--- config.mk ---
export PLATFORM = sky130hd
export DESIGN_NAME = gray_counter
export DESIGN_NICKNAME = d
export VERILOG_FILES = /design/src/rtl/gray_counter.sv
export SDC_FILE = /design/constraint.sdc
export NUM_CORES = 1
export LEC_CHECK = 0
export CELL_PAD_IN_SITES_DETAIL_PLACEMENT = 0
export CELL_PAD_IN_SITES_GLOBAL_PLACEMENT = 1
export CORE_MARGIN = 2
export CORE_UTILIZATION = 30
export CTS_BUF_LIST = sky130_fd_sc_hd__clkbuf_8
export DETAILED_ROUTE_END_ITERATION = 16
export PLACE_DENSITY = 0.79
export SYNTH_ARGS = -nofsm -noshare
export SYNTH_HDL_FRONTEND = slang
export SYNTH_SLANG_ARGS = --single-unit
export TNS_END_PERCENT = 50
--- constraint.sdc ---
create_clock -name clk -period 4.2 [get_ports clk]
set_clock_uncertainty 0.1 [all_clocks]
set_input_delay 0.63 -clock clk [delete_from_list [all_inputs] [get_ports clk]]
set_output_delay 0.63 -clock clk [all_outputs]
set_load 0.1 [all_outputs]
--- src/rtl/gray_counter.sv ---
// Up/down binary counter with registered Gray output and terminal-count flag,
// plus an independent Gray-to-binary decoder with a sticky multi-bit-step checker.
module gray_counter #(
    parameter int WIDTH = 4,
    parameter int WRAP  = 1
) (
    input  logic             clk,
    input  logic             rst_n,
    input  logic             en,
    input  logic             up,
    input  logic             load,
    input  logic [WIDTH-1:0] load_val,
    output logic [WIDTH-1:0] bin_out,
    output logic [WIDTH-1:0] gray_out,
    output logic             tc,
    input  logic             dec_valid_in,
    input  logic [WIDTH-1:0] dec_gray_in,
    output logic             dec_valid_out,
    output logic [WIDTH-1:0] dec_bin_out,
    output logic             gray_err,
    input  logic             err_clr
);

    localparam logic [WIDTH-1:0] ONE  = WIDTH'(1);
    localparam logic [WIDTH-1:0] ZERO = '0;
    localparam logic [WIDTH-1:0] MAX  = '1;

    logic [WIDTH-1:0] bin_q, bin_d;
    logic [WIDTH-1:0] gray_q, gray_d;
    logic             tc_q, tc_d;

    logic [WIDTH-1:0] dec_bin_q, dec_bin_d;
    logic             dec_valid_q, dec_valid_d;
    logic [WIDTH-1:0] ref_q, ref_d;
    logic             ref_valid_q, ref_valid_d;
    logic             err_q, err_d;

    logic [WIDTH-1:0] dec_calc;
    logic [WIDTH-1:0] diff;
    logic             new_err;

    always_comb begin
        bin_d = bin_q;
        tc_d  = 1'b0;
        if (load) begin
            bin_d = load_val;
        end else if (en) begin
            if (up) begin
                if (bin_q == MAX) begin
                    tc_d  = 1'b1;
                    bin_d = (WRAP != 0) ? ZERO : bin_q;
                end else begin
                    bin_d = bin_q + ONE;
                end
            end else begin
                if (bin_q == ZERO) begin
                    tc_d  = 1'b1;
                    bin_d = (WRAP != 0) ? MAX : bin_q;
                end else begin
                    bin_d = bin_q - ONE;
                end
            end
        end
        // Gray is derived from the next binary value so both flops agree every cycle
        gray_d = bin_d ^ (bin_d >> 1);
    end

    always_comb begin
        dec_calc = '0;
        for (int i = 0; i < WIDTH; i++) begin
            dec_calc[i] = ^(dec_gray_in >> i);
        end
        diff        = dec_gray_in ^ ref_q;
        // clearing the lowest set bit leaves something only if two or more bits differ
        new_err     = dec_valid_in & ref_valid_q & (|(diff & (diff - ONE)));
        dec_valid_d = dec_valid_in;
        dec_bin_d   = dec_bin_q;
        ref_d       = ref_q;
        ref_valid_d = ref_valid_q;
        err_d       = err_q;
        if (dec_valid_in) begin
            dec_bin_d   = dec_calc;
            ref_d       = dec_gray_in;
            ref_valid_d = 1'b1;
        end
        if (new_err) begin
            err_d = 1'b1;
        end else if (err_clr) begin
            err_d = 1'b0;
        end
    end

    always_ff @(posedge clk or negedge rst_n) begin
        if (!rst_n) begin
            bin_q       <= '0;
            gray_q      <= '0;
            tc_q        <= 1'b0;
            dec_bin_q   <= '0;
            dec_valid_q <= 1'b0;
            ref_q       <= '0;
            ref_valid_q <= 1'b0;
            err_q       <= 1'b0;
        end else begin
            bin_q       <= bin_d;
            gray_q      <= gray_d;
            tc_q        <= tc_d;
            dec_bin_q   <= dec_bin_d;
            dec_valid_q <= dec_valid_d;
            ref_q       <= ref_d;
            ref_valid_q <= ref_valid_d;
            err_q       <= err_d;
        end
    end

    assign bin_out       = bin_q;
    assign gray_out      = gray_q;
    assign tc            = tc_q;
    assign dec_bin_out   = dec_bin_q;
    assign dec_valid_out = dec_valid_q;
    assign gray_err      = err_q;

endmodule

**Word-level counts from Yosys, hierarchy flattened**

Index checks and enable logic that the tools add are counted.

- Bits in registers: 20
- Latch bits: 0
- RAM bits: 0
- ROM bits: 0
- Bits of input ports: 15
- Memories kept: 0

- $add $sub $neg: 3
- Multipliers: 0
- Div/mod/pow operators: 0
- Order comparisons: 0
- Eq/ne operators: 1
- Shift operators: 0
- Multiplexer cells: 12
- Bitwise operators: 5
- Reduce and logical (&&, ||, !) cells: 7

Operators by type and width:

| operator | count |
|---|---|
| 4-bit 2-to-1 mux | 5 |
| 4-bit XOR reduction | 4 |
| 4-bit by 1-bit subtractor with 4-bit output (second input constant) | 2 |
| 1-bit 2-to-1 mux | 7 |
| 4-bit by 1-bit adder with 4-bit output (second input constant) | 1 |
| 4-bit bitwise AND | 1 |
| 4-bit == test (second input constant) | 1 |
| 4-bit zero test | 1 |
| 4-bit OR reduction | 1 |
| 4-bit by 3-bit XOR with 4-bit output | 1 |
| 4-bit XOR | 1 |
| 1-bit bitwise AND | 2 |
| 2-bit nonzero test | 1 |

**Logic depth before layout (Yosys ltp)**

- Depth in word-level cells: 6
- Gate-level depth with buffers: 7

**Least setup slack after synthesis**

Ideal clock, no wire load.

- Kind: flip-flop to flip-flop
- Start: register bin_q[1], in the netlist bin_out[1]
- End: register gray_q[2], in the netlist gray_out[2]
- Library setup time: 0.136 ns
- Data arrival time: 2.296 ns
- Required time: 3.964 ns
- Setup slack: 1.668 ns
- Cell stages (with the launch flop): 8
- Path buffers: 0
- Period minus slack after synthesis: 2.532 ns
- Cells stage by stage: dfrtp_1 -> inv_1 -> ha_1 -> nor2b_1 -> o311a_1 -> o22ai_1 -> o21ai_1 -> xor2_1

- Word-level cells in the longest chain between the ends: 6
- Elaborated cells on any way between the ends: 10
- Classes of those cells: add/sub (2); eq/ne (1); mux (5); bitwise (1); reduce/logical (1)

RTL lines:

| element | line | RTL |
|---|---|---|
| from (decl) | 28 | `logic [WIDTH-1:0] bin_q, bin_d;` |
| from (signal assigned) | 104 | `bin_q <= bin_d;` |
| 4-bit by 1-bit subtractor with 4-bit output, or another cell as far along | 60 | `bin_d = bin_q - ONE;` |
| 4-bit 2-to-1 mux (on tied branches) | 56, 49 |  |
| 4-bit 2-to-1 mux (*) | 48 | `if (up) begin` |
| 4-bit 2-to-1 mux (*) | 47 | `end else if (en) begin` |
| 4-bit 2-to-1 mux (*) | 45 | `if (load) begin` |
| named net bin_d[2] | 28 |  |
| 4-bit by 3-bit XOR with 4-bit output (*) | 65 | `gray_d = bin_d ^ (bin_d >> 1);` |
| named net gray_d[2] | 29 | `logic [WIDTH-1:0] gray_q, gray_d;` |
| to (signal assigned) | 105 | `gray_q <= gray_d;` |
| to (decl) | 29 |  |

Mark *: on every way through the listed nets, which the timed path passes. The rest lies on a longest branch.
A chain may end at the register's enable or synchronous reset.

==> run_results.csv <==
group,metric,value,unit
outcome,status,"completed",
timing,min_period,2658,ps
synthesis,syn_inst,87,
synthesis,ys_seq_area_frac,0.4775,
routing,firstDrtPassIters,4,
worst_hold_path,hold_start,"ref_valid_q",
place,hpwl,1426,µm
clocking,clk_pin_slew,60,ps
global_route,grt_pass1_wl,3236,µm
synthesis,syn_nets,105,
worst_setup_path,cp-start-kind,"register",
routing,wire_per_inst,11.91,µm
power,power_density,496.3,mW/mm²
floorplan,rows,20,
place,gp_congestion,0.7628,
clocking,cts_root_buffer,"clkbuf_8",
synthesis,ys_ff_latch,18,
routing,vias,709,
global_route,grt_usage,0.1194,
worst_setup_path,cp_top_family,"buffers and inverters",
finish,num_antenna_cells,0,
power,internal-power,0.3469,mW
clocking,cts_resized,0,
clocking,clk_latency,250,ps
global_route,grt_overflow,0,
routing,postRouteAntennaNets,0,
synthesis,syn_area_per_cell,10.84,µm²
worst_setup_path,cpMaxStageDelayCell,"clkdlybuf4s50_1",
power,clkPwrFrac,0.182,
worst_setup_path,worstPathArrival,1930,ps
worst_setup_path,max_stage_delay,1190,ps
timing,drv_slew,0,
worst_setup_path,timing.rr.start,"bin_out[1]",
place,io_buffers,29,
timing,slew_headroom,0.3518,
floorplan,die-area,0.003609,mm²
worst_setup_path,cp_max_fo,9,
clocking,numCtsBuffers,3,
floorplan,fp.dieH,60.08,µm
clocking,htree_num_levels,1,
floorplan,io_pins,30,
timing,min_period_over_period,0.6327,
timing,fmax,0.3763,GHz
worst_setup_path,crit_start,"bin_out[3]",
synthesis,yosysUniqueCellTypes,27,
clocking,hold_buffers,0,
place,pre_cts_ws,1821,ps
power,p_leak,0.5318,nW
worst_setup_path,criticalPathCategory,"reg -> out",
synthesis,ys_warn_count,0,
synthesis,synthesis.area,943.4,µm²
power,power_frac_seq,0.335,
worst_hold_path,min_path_type,"reg -> reg",
timing,setup_ws,1542,ps
floorplan,coreArea,0.003028,mm²
power,ir_drop,0.1593,mV
clocking,cts_setup_buffers,0,
worst_setup_path,crit_chain,"clkdlybuf4s50_1",
timing,hold_viol,0,
finish,layout-drive-gt1-share,0.09735,
clocking,cts_tree,"yes",
power,comb_power_share,0.483,
finish,area_growth,37.53,%
finish,layout.nets,133,
clocking,clk_path_buf_depth,2,
global_route,grt_max_degree,19,
routing,drt_wl_total,1870,µm
worst_setup_path,required,3470,ps
timing,rsz0062_at_grt,"false",
power,p_sw_frac,0.4613,
routing,via_per_inst,4.516,
clocking,cts_sinks,18,
timing,setup_viol,0,
worst_setup_path,endpoint_kind,"primary output",
routing,drc,0,
timing,worst_pin_slew,969.3,ps
global_route,antenna_found_initial,0,
global_route,grt_pass1_vias,763,
power,p_switching,0.2971,mW
routing,drtIter0Drc,21,
floorplan,start_util,0.3116,
worst_setup_path,timing.critical_path.buf_inv,1,
floorplan,fp.dieW,60.08,µm
job,max_cap_violations,0,
timing,setup_tns,0,ps
state kept, by name (all words and copies together) (netlist names):
register / flops
ref_q: 3
tc: 1
dec_bin_out: 4
bin_out: 4
ref_valid_q: 1
gray_err: 1
dec_valid_out: 1
gray_out: 3
power groups by stage:
stage	clock [mW]	combinational, mW	sequential [mW]
after floorplan	0	0.0890	0.367
after global placement	0	0.310	0.218
after detailed placement	0	0.313	0.219
after CTS	0.123	0.313	0.216
after global routing	0.130	0.326	0.219
final	0.117	0.311	0.216
cells in the final DEF (no fill, tap or decap), types with 2 or more instances in the layout:
master	instances
dfrtp_1	18
a211oi_1	3
a21oi_1	5
xnor2_1	7
nand2b_1	2
inv_1	5
clkdlybuf4s50_1	29
xor2_1	5
nor2_1	5
mux2_2	5
o311a_1	2
clkbuf_8	3
o21ai_0	3
nand4_1	2
ha_1	3
mux2i_1	2
nand2_1	5
cells in the mapped netlist:
library cell | count | share of area
inv_2 | 1 | 0.0040
nand4_1 | 2 | 0.013
o21ai_1 | 1 | 0.0053
o21ai_0 | 3 | 0.016
xor2_1 | 5 | 0.046
a21oi_1 | 5 | 0.027
a211oi_1 | 3 | 0.024
or2_2 | 1 | 0.0066
o41ai_4 | 1 | 0.029
mux2i_1 | 2 | 0.021
o311a_1 | 2 | 0.021
o22ai_1 | 1 | 0.0066
dfrtp_1 | 18 | 0.48
a31oi_1 | 1 | 0.0066
nand2b_1 | 2 | 0.013
nor3b_1 | 1 | 0.0080
buf_2 | 2 | 0.011
nor2_1 | 5 | 0.020
xnor2_1 | 7 | 0.065
nor2b_1 | 1 | 0.0066
ha_1 | 3 | 0.040
nand2_1 | 5 | 0.020
buf_4 | 2 | 0.016
o32ai_1 | 1 | 0.0093
clkbuf_1 | 2 | 0.0080
inv_1 | 5 | 0.020
mux2_2 | 5 | 0.060
final timing paths:
check                                    to  slack, ps  cells after the start
worst max-delay path            gray_out[3]       1540                      1
worst min-delay path            ref_valid_q        370                      1
worst max register to register  gray_out[2]       2270                      7
worst min register to register  ref_valid_q        370                      1
max in group asynchronous        bin_out[3]       2750                      1
min in group asynchronous          gray_err        750                      1
cell type report:
cell class	count	area [µm²]
multi-input combinational	57	437.9
timing repair buffer	29	290.3
sequential	18	450.4
fill	316	1730
tap	44	55.05
clock buffer	3	41.29
inverter	6	22.52
logic make-up (layout without fill, tap and decap cells):
logic type	Yosys count	count (layout)	synth area share
AOI/OAI and AO/OA	18	18	0.1446
xor gates and xnor gates	12	12	0.1114
adders and majority gates	3	3	0.03979
buffers and inverters	12	38	0.05835
DFF	18	18	0.4775
muxes	7	7	0.08090
and+or+nand+nor	17	17	0.08754
metal layers:
layer / track usage / up-vias / share of wire
li1: - / 352 / -
met5: 0 / - / 0
met4: 0.03810 / 0 / 0
met1: 0.1521 / 332 / 0.46
met3: 0.02597 / 0 / 0.063
met2: 0.2003 / 25 / 0.47
metrics by stage:
step | std cells | util | total power, mW | area, µm² | hold WS (ps)
2_1_floorplan | 87 | - | 0.4557 | 943.4 | 234.4
3_3_place_gp | 154 | 0.4149 | 0.5280 | 1256 | 353.1
3_5_place_dp | 154 | 0.4149 | 0.5320 | 1256 | 352.4
4_1_cts | 157 | 0.4285 | 0.6520 | 1297 | 370.6
5_1_grt | 157 | 0.4285 | 0.6753 | 1297 | 374.5
6_report | 157 | 0.4285 | 0.6439 | 1297 | 366.1
Note: power is estimated with default switching activity, not from simulation.
